--- config.mk ---
export PLATFORM = sky130hd
export DESIGN_NAME = mbc3_rtc
export DESIGN_NICKNAME = d
export VERILOG_FILES = /design/src/rtl/mbc3_rtc.sv
export SDC_FILE = /design/constraint.sdc
export NUM_CORES = 1
export LEC_CHECK = 0
export BUFFER_PORTS_ARGS = -buffer_cell sky130_fd_sc_hd__buf_2
export CAP_MARGIN = 10
export CORE_UTILIZATION = 40
export DETAILED_ROUTE_END_ITERATION = 16
export PLACE_DENSITY_LB_ADDON = 0.08
export SLEW_MARGIN = 30
export SYNTH_ARGS = -nofsm -noshare
export SYNTH_HDL_FRONTEND = slang
export SYNTH_SLANG_ARGS = --single-unit
export TNS_END_PERCENT = 30
--- constraint.sdc ---
create_clock -name CLK -period 4.9 [get_ports CLK]
set_clock_uncertainty 0.1 [all_clocks]
set_input_delay 0.49 -clock CLK [delete_from_list [all_inputs] [get_ports CLK]]
set_output_delay 0.49 -clock CLK [all_outputs]
set_load 0.05 [all_outputs]
--- src/rtl/mbc3_rtc.sv ---
// MBC3 real-time clock: live S/M/H/day counters, latched read snapshot, Wishbone target port.
// Define MBC3_RTC_FAST_TICK_EN to fire the seconds tick every 64 clocks instead of every CLK_HZ.
module mbc3_rtc #(
  parameter int CLK_HZ     = 8388608,
  parameter int PRESCALE_W = 24
) (
  input  logic       CLK,
  input  logic       RST,
  input  logic       STB,
  input  logic       WE,
  input  logic [2:0] ADDR,
  input  logic [7:0] DAT_ToTarget,
  output logic [7:0] DAT_ToInitiator,
  output logic       ACK,
  output logic       STALL,
  input  logic       LATCH_STB,
  input  logic       LATCH_D
);

  localparam logic [2:0] REG_S  = 3'd0;
  localparam logic [2:0] REG_M  = 3'd1;
  localparam logic [2:0] REG_H  = 3'd2;
  localparam logic [2:0] REG_DL = 3'd3;
  localparam logic [2:0] REG_DH = 3'd4;

`ifdef MBC3_RTC_FAST_TICK_EN
  localparam logic [PRESCALE_W-1:0] TICK_LAST = PRESCALE_W'(63);
`else
  localparam logic [PRESCALE_W-1:0] TICK_LAST = PRESCALE_W'(CLK_HZ - 1);
`endif

  typedef struct packed {
    logic       carry;
    logic       halt;
    logic [8:0] day;
    logic [4:0] hr;
    logic [5:0] min;
    logic [5:0] sec;
  } rtc_t;

  rtc_t                  live;
  rtc_t                  latched;
  rtc_t                  live_next;
  logic [PRESCALE_W-1:0] prescale;
  logic                  armed;
  logic                  sec_tick;
  logic                  wr_en;
  logic                  s_carry;
  logic                  m_carry;
  logic                  h_carry;

  assign STALL    = 1'b0;
  assign wr_en    = STB && WE;
  assign sec_tick = !live.halt && (prescale == TICK_LAST);

  // Carry chain first, then the bus write overrides only the register it targets.
  always_comb begin
    // NOTE: every always_comb output gets a default first so no latch is inferred.
    live_next = live;
    s_carry   = 1'b0;
    m_carry   = 1'b0;
    h_carry   = 1'b0;
    if (sec_tick) begin
      // Out-of-range values count up to all-ones and wrap naturally without carrying.
      s_carry       = (live.sec == 6'd59);
      live_next.sec = s_carry ? 6'd0 : live.sec + 6'd1;
      if (s_carry) begin
        m_carry       = (live.min == 6'd59);
        live_next.min = m_carry ? 6'd0 : live.min + 6'd1;
      end
      if (m_carry) begin
        h_carry      = (live.hr == 5'd23);
        live_next.hr = h_carry ? 5'd0 : live.hr + 5'd1;
      end
      if (h_carry) begin
        live_next.day = live.day + 9'd1;
        if (live.day == 9'd511) live_next.carry = 1'b1;
      end
    end
    if (wr_en) begin
      case (ADDR)
        REG_S:  live_next.sec      = DAT_ToTarget[5:0];
        REG_M:  live_next.min      = DAT_ToTarget[5:0];
        REG_H:  live_next.hr       = DAT_ToTarget[4:0];
        REG_DL: live_next.day[7:0] = DAT_ToTarget;
        REG_DH: begin
          live_next.carry  = DAT_ToTarget[7];
          live_next.halt   = DAT_ToTarget[6];
          live_next.day[8] = DAT_ToTarget[0];
        end
        default: ;
      endcase
    end
  end

  function automatic logic [7:0] read_view(input rtc_t r, input logic [2:0] a);
    case (a)
      REG_S:   return {2'b11, r.sec};
      REG_M:   return {2'b11, r.min};
      REG_H:   return {3'b111, r.hr};
      REG_DL:  return r.day[7:0];
      REG_DH:  return {r.carry, r.halt, 5'b11111, r.day[8]};
      default: return 8'hFF;
    endcase
  endfunction

  // NOTE: sequential state uses non-blocking assignments so every register samples pre-edge values.
  always_ff @(posedge CLK) begin
    if (RST) begin
      live     <= '0;
      prescale <= '0;
    end else begin
      live <= live_next;
      if (wr_en && ADDR == REG_S) prescale <= '0;
      else if (!live.halt)        prescale <= sec_tick ? '0 : prescale + 1'b1;
    end
  end

  // Latch copies the pre-tick, pre-write live value on the 0 -> 1 sequence.
  always_ff @(posedge CLK) begin
    if (RST) begin
      armed   <= 1'b0;
      latched <= '0;
    end else if (LATCH_STB) begin
      if (!LATCH_D) begin
        armed <= 1'b1;
      end else begin
        if (armed) latched <= live;
        armed <= 1'b0;
      end
    end
  end

  always_ff @(posedge CLK) begin
    if (RST) begin
      ACK             <= 1'b0;
      DAT_ToInitiator <= 8'hFF;
    end else begin
      ACK <= STB;
      if (STB && !WE) DAT_ToInitiator <= read_view(latched, ADDR);
    end
  end

endmodule

### Word level (Yosys, flattened, before mapping)

Cells that the tools add are included.
Widths: inputs -> output; s select.

| operators by class | value |
|---|---|
| add/sub/neg operators | 5 |
| equality and inequality tests | 9 |
| multiplexer cells | 23 |
| reduce and logical (&&, ||, !) cells | 10 |

Operator list:

| cell | count |
|---|---|
| $pmux 8 s5 | 1 |
| $mux 6 | 5 |
| $mux 28 | 1 |
| $mux 26 | 1 |
| $add 24x1->24 const B | 1 |
| $eq 24x23->1 const B | 1 |
| $mux 24 | 1 |
| $mux 5 | 3 |
| $add 6x1->6 const B | 2 |
| $eq 6x6->1 const B | 2 |
| $add 9x1->9 const B | 1 |
| $eq 9x9->1 const B | 1 |
| $mux 9 | 1 |
| $mux 1 | 8 |
| $mux 8 | 1 |
| $eq 3x2->1 const B | 2 |
| $add 5x1->5 const B | 1 |
| $eq 5x5->1 const B | 1 |
| $logic_and 1x1->1 | 4 |
| $eq 3x1->1 const B | 1 |
| $eq 3x3->1 const B | 1 |
| $logic_not 3->1 | 1 |
| $mux 3 | 1 |
| $reduce_and 3->1 | 1 |
| 3 further kinds | 4 |

| word-level totals | value |
|---|---|
| register bits | 90 |
| input port bits | 17 |
| output and inout bits | 10 |
| logic and storage cells | 63 |

### Depth between registers and ports, before layout

| logic depth | value |
|---|---|
| word-level depth | 9 |
| depth in mapped cells | 9 |
| gate-level depth less buffers | 7 |

### Worst setup path before layout

OpenSTA, ideal clock, no wires.

| timing path | value |
|---|---|
| path kind | register -> register |
| from | register prescale[17] |
| to | register live[20] in the netlist's numbering |
| setup time | 91 ps |
| arrival | 2,169 ps |
| required time | 4,709 ps |
| slack | 2,540 ps |
| stages on the path, launching flop included | 8 |
| buffers on the path | 2 |
| period minus slack after synthesis | 2,360 ps |
| cell sequence | dfxtp_1 nand4_2 or4_4 buf_6 or3_4 buf_6 or3_1 a311oi_1 |

| on the way | value |
|---|---|
| longest elaborated chain between the ends | 5 |

RTL lines:

| item | line | source |
|---|---|---|
| start, declared | 44 | `logic [PRESCALE_W-1:0] prescale;` |
| start signal, assigned | 115 | `else if (!live.halt) prescale <= sec_tick ? '0 : prescale + 1'b1;` |
| $eq 24x23->1 (*) | 54 | `assign sec_tick = !live.halt && (prescale == TICK_LAST);` |
| $logic_and 1x1->1 (*) | 54 |  |
| $mux 26 (*) | 63 | `if (sec_tick) begin` |
| $mux 8 | 81 | `case (ADDR)` |
| $mux 28 (*) | 80 | `if (wr_en) begin` |
| end signal, assigned | 113 | `live <= live_next;` |
| end, declared | 41 | `rtc_t live;` |

Mark *: on every way between the ends. The rest lies on a longest branch, timed or not.
A chain may end at the register's enable or synchronous reset.

### Worst setup path after layout

| timing path | value |
|---|---|
| from | register prescale[0] |
| to | register prescale[21] |

| on the way | value |
|---|---|
| longest elaborated chain between the ends | 3 |
| elaborated cells on any way between the ends | 4 |
| classes of those cells | add/sub (1); eq/ne (1); mux (1); reduce/logical (1) |

RTL lines:

| item | line |
|---|---|
| parallel branches: the longest is 2 deep, another holds $add 24x1->24 | -- |
| $mux 24 (*) | 115 |

Every way passes the cells marked *.

==> summary.md <==
| Metric | Value |
|---|---|
| Status | `finished, final reports clean` |
| Clock tree from TritonCTS | `done` |
| CP required | `5070 ps` |
| Seq/Total Area, Yosys | `41.8%` |
| Final TNS setup | `0 ps` |
| Synth Net Count | `557` |
| Finished Layout Cells | `679` |
| Part of the power in registers | `55.2%` |
| Switching power | `0.342 mW` |
| Tot Pwr | `around 1.4 mW` |
| Die area | `0.0112 mm²` |
| Port bufs | `25` |
| Max_slew headroom | `44.1%` |
| CTS sink cnt | `90` |
| Clock slew seen by the registers of the worst setup and hold paths | `90 ps` |
| Worst r2r path cells | `6` |
| Post-CTS setup buffers | `0` |
| Cell count after synthesis | `roughly 530` |
| Area share of fa/ha/maj cells after synthesis | `1.74%` |
| Num CTS Buffers | `9` |
| Post-synthesis xor/xnor area fraction | `4.88%` |
| CTS resizes | `0` |
| Finished Cell Area | `between 0.004 and 0.005 mm²` |
| Logic gate share of total power | `6.6%` |
| FMAX | `359 MHz` |
| Mux cell area share after synthesis | `under 10%` |
| Clock buffer depth | `2` |
| Max Cap Viol | `0` |
| Final Hold Vio Count | `0` |
| Routed WL | `10800 µm` |
| Maximum vdd drop | `156 µV` |
| Worst R2R End | `prescale[21]` |
| Drt drc | `0` |
| Number of synthesized register bits | `90` |
| CP endpoint kind | `flop` |
| Clock share of power | `38.1%` |
| Leak Pwr | `1.59 nW` |
| RD Place Congestion | `0.799` |
| Io pins | `27` |
| Drt wl/cell | `15.9 µm` |
| CP startpoint kind | `flop` |
| Worst skew pair latency | `360 ps` |
| Main combinational cell family by area after synthesis | `simple AND/OR/NAND/NOR gates` |
| Largest net degree at the start of global routing | `54` |
| Worst Hold Class | `primary input to flop` |
| Ant. Diodes | `0` |
| Fillcell total | `~1100` |
| RSZ-0062 raised after global routing | `no` |
| Core area | `0.0104 mm²` |
| Fraction of registers with async set/reset | `0%` |
| Min-Delay Startpoint | `LATCH_D` |
| Hold Path Sink | `armed` |
| Aggregate global routing overflow | `0` |
| Worst r2r src | `prescale[0]` |
| Hold Path Cell Cnt | `2` |
| Vias in the first global route | `between 3000 and 4000` |
| Count leader, synth | `nand2_1` |
| Cts hold-fix bufs | `0` |
| Commonest cells in the netlist | `91 x nand2_1, 90 x dfxtp_1, 61 x nor2_1` |
| Switching share of power | `25.1%` |
| Post-synthesis simple-gate area fraction | `29.7%` |
| Critical path type | `flop to flop` |
| H-tree Lvls | `3` |
| Layout cell share with drive strength beyond 1 | `9.94%` |
| Placed cells | `around 660` |
| Initial antenna violation count | `0` |
| Post-synthesis cell type count | `55` |
| CP Max Fanout | `22` |
| Overall Global Routing Usage | `20.8%` |
| Period utilization | `56.8%` |
| Initial Util | `41.5%` |
| Synth area leader | `dfxtp_1` |
| Final setup fails | `0` |
| Data arrival, critical path | `2950 ps` |
| YS warnings | `0` |
| Via density | `5.45` |
| P_int | `roughly 1.0 mW` |
| Clk root buf | `clkbuf_8` |
| Synth top area share | `41.8%` |
| Syn_area_per_cell | `8.06 µm²` |
| First DRT Iteration DRCs | `196` |
| Final HPWL DP | `7660 µm` |
| Footprint of the multi-input gates | `0.00233 mm²` |
| Post-Syn Area | `0.00431 mm²` |
| Die W | `106 µm` |
| Synth area leaders | `dfxtp_1 42%, nand2_1 7.9%, nor2_1 5.3%` |
| Die H | `106 µm` |
| Synth Area in Compound Gates | `14.5%` |
| Power Density | `292 mW/mm²` |
| First-pass GRT wire length | `18200 µm` |
| Area after DPL | `0.00447 mm²` |
| DRT antenna net count | `0` |
| Register area | `0.00180 mm²` |
| Core Util, Final | `45.1%` |
| Vias | `around 3700` |
| Worst Max-Slew Pin Slew | `831 ps` |
| Syn-to-layout area delta | `8.60%` |
| TritonRoute pass-1 iters | `4` |
| Number of synthesized flops with an enable pin | `0` |
| Final Max Slew Viols | `0` |
| R2r setup slk | `2120 ps` |
| Nets | `561` |
| Synth Flop Type | `dfxtp_1` |
| Final worst path period need | `around 2800 ps` |
| FP Rows | `37` |
[worst max path at each step]
stage                         to  cells past startpoint          from
floorplan               live[20]                      7  prescale[17]
global placement     prescale[7]                      6   prescale[0]
detailed placement  prescale[20]                      6   prescale[0]
CTS                 prescale[21]                      6   prescale[0]
global route        prescale[15]                      6   prescale[0]
finish              prescale[21]                      6   prescale[0]
[critical path, stage by stage (launching register included)]
cell and delay, ps:
dfxtp_1 340, ha_1 200, and4b_1 310, nand4_1 210, or2_1 510, nand3_1 750, nor2_1 280
[routing by layer]
layer | up-vias | part of all wire (%) | track usage [%]
met1 | 1727 | 47 | 27.4
met2 | 69 | 48 | 34.2
li1 | 1893 | - | -
met3 | 12 | 4.2 | 3.90
met5 | - | 0 | 0
met4 | 0 | 1.3 | 6.55
[cell families (layout without fill, tap and decap cells)]
logic type | after synthesis | after routing
DFF | 90 | 90
buffers and inverters | 44 | 53
and+or+nand+nor | 261 | 261
AOI/OAI and AO/OA | 98 | 98
xor gates and xnor gates | 24 | 24
muxes | 10 | 10
adders and majority gates | 6 | 6
other | 1 | 1
[layout by cell type (no fill, tap or decap), drive strengths merged, types with 2 or more instances in the layout]
cell type / count
dfxtp: 90
o311a: 2
mux2i: 7
and3b: 2
inv: 12
clkbuf: 11
a31oi: 4
and3: 6
xor2: 7
nand3b: 3
o22ai: 4
xnor2: 17
and4b: 4
nand3: 21
or4: 5
o31ai: 3
buf: 26
a21oi: 35
nor4: 10
a311oi: 12
and4: 2
nor3: 11
or2: 3
nand4: 14
nand2: 91
or3: 6
nor2b: 6
o221ai: 2
o21ai: 19
a221oi: 3
nor2: 61
ha: 6
clkinvlp: 2
o21a: 3
nand2b: 4
and2: 8
mux4: 2
a211oi: 6
[flip-flops by register name, summed over array words and instances (netlist names)]
register	cells
DAT_ToInitiator	8
ACK	1
live	28
latched	28
prescale	24
armed	1
[area by class of cell]
class / count / area share [%]
clock inverters: 5 / 1.34
well taps: 136 / 3.64
clock buffers: 11 / 3.02
multi-input cells: 400 / 49.7
flip-flops and latches: 90 / 38.5
repair buffers: 26 / 2.84
inverters: 11 / 0.883
[power groups by stage]
stage	clock, mW	combinational, mW	sequential [mW]
final	0.521	0.0906	0.754
after global routing	0.567	0.101	0.756
after CTS	0.539	0.0919	0.754
after detailed placement	0	0.0917	0.771
after global placement	0	0.0901	0.770
after floorplan	0	0.0510	0.781
[through the flow]
step / hold slack [ps] / worst slack (ps)
after detailed placement: 347 / 2060
after global placement: 339 / 2200
final: 244 / 2120
after CTS: 227 / 2060
after global routing: 245 / 1740
after floorplan: 332 / 2540
No activity file was read; power rests on OpenSTA's default activity.
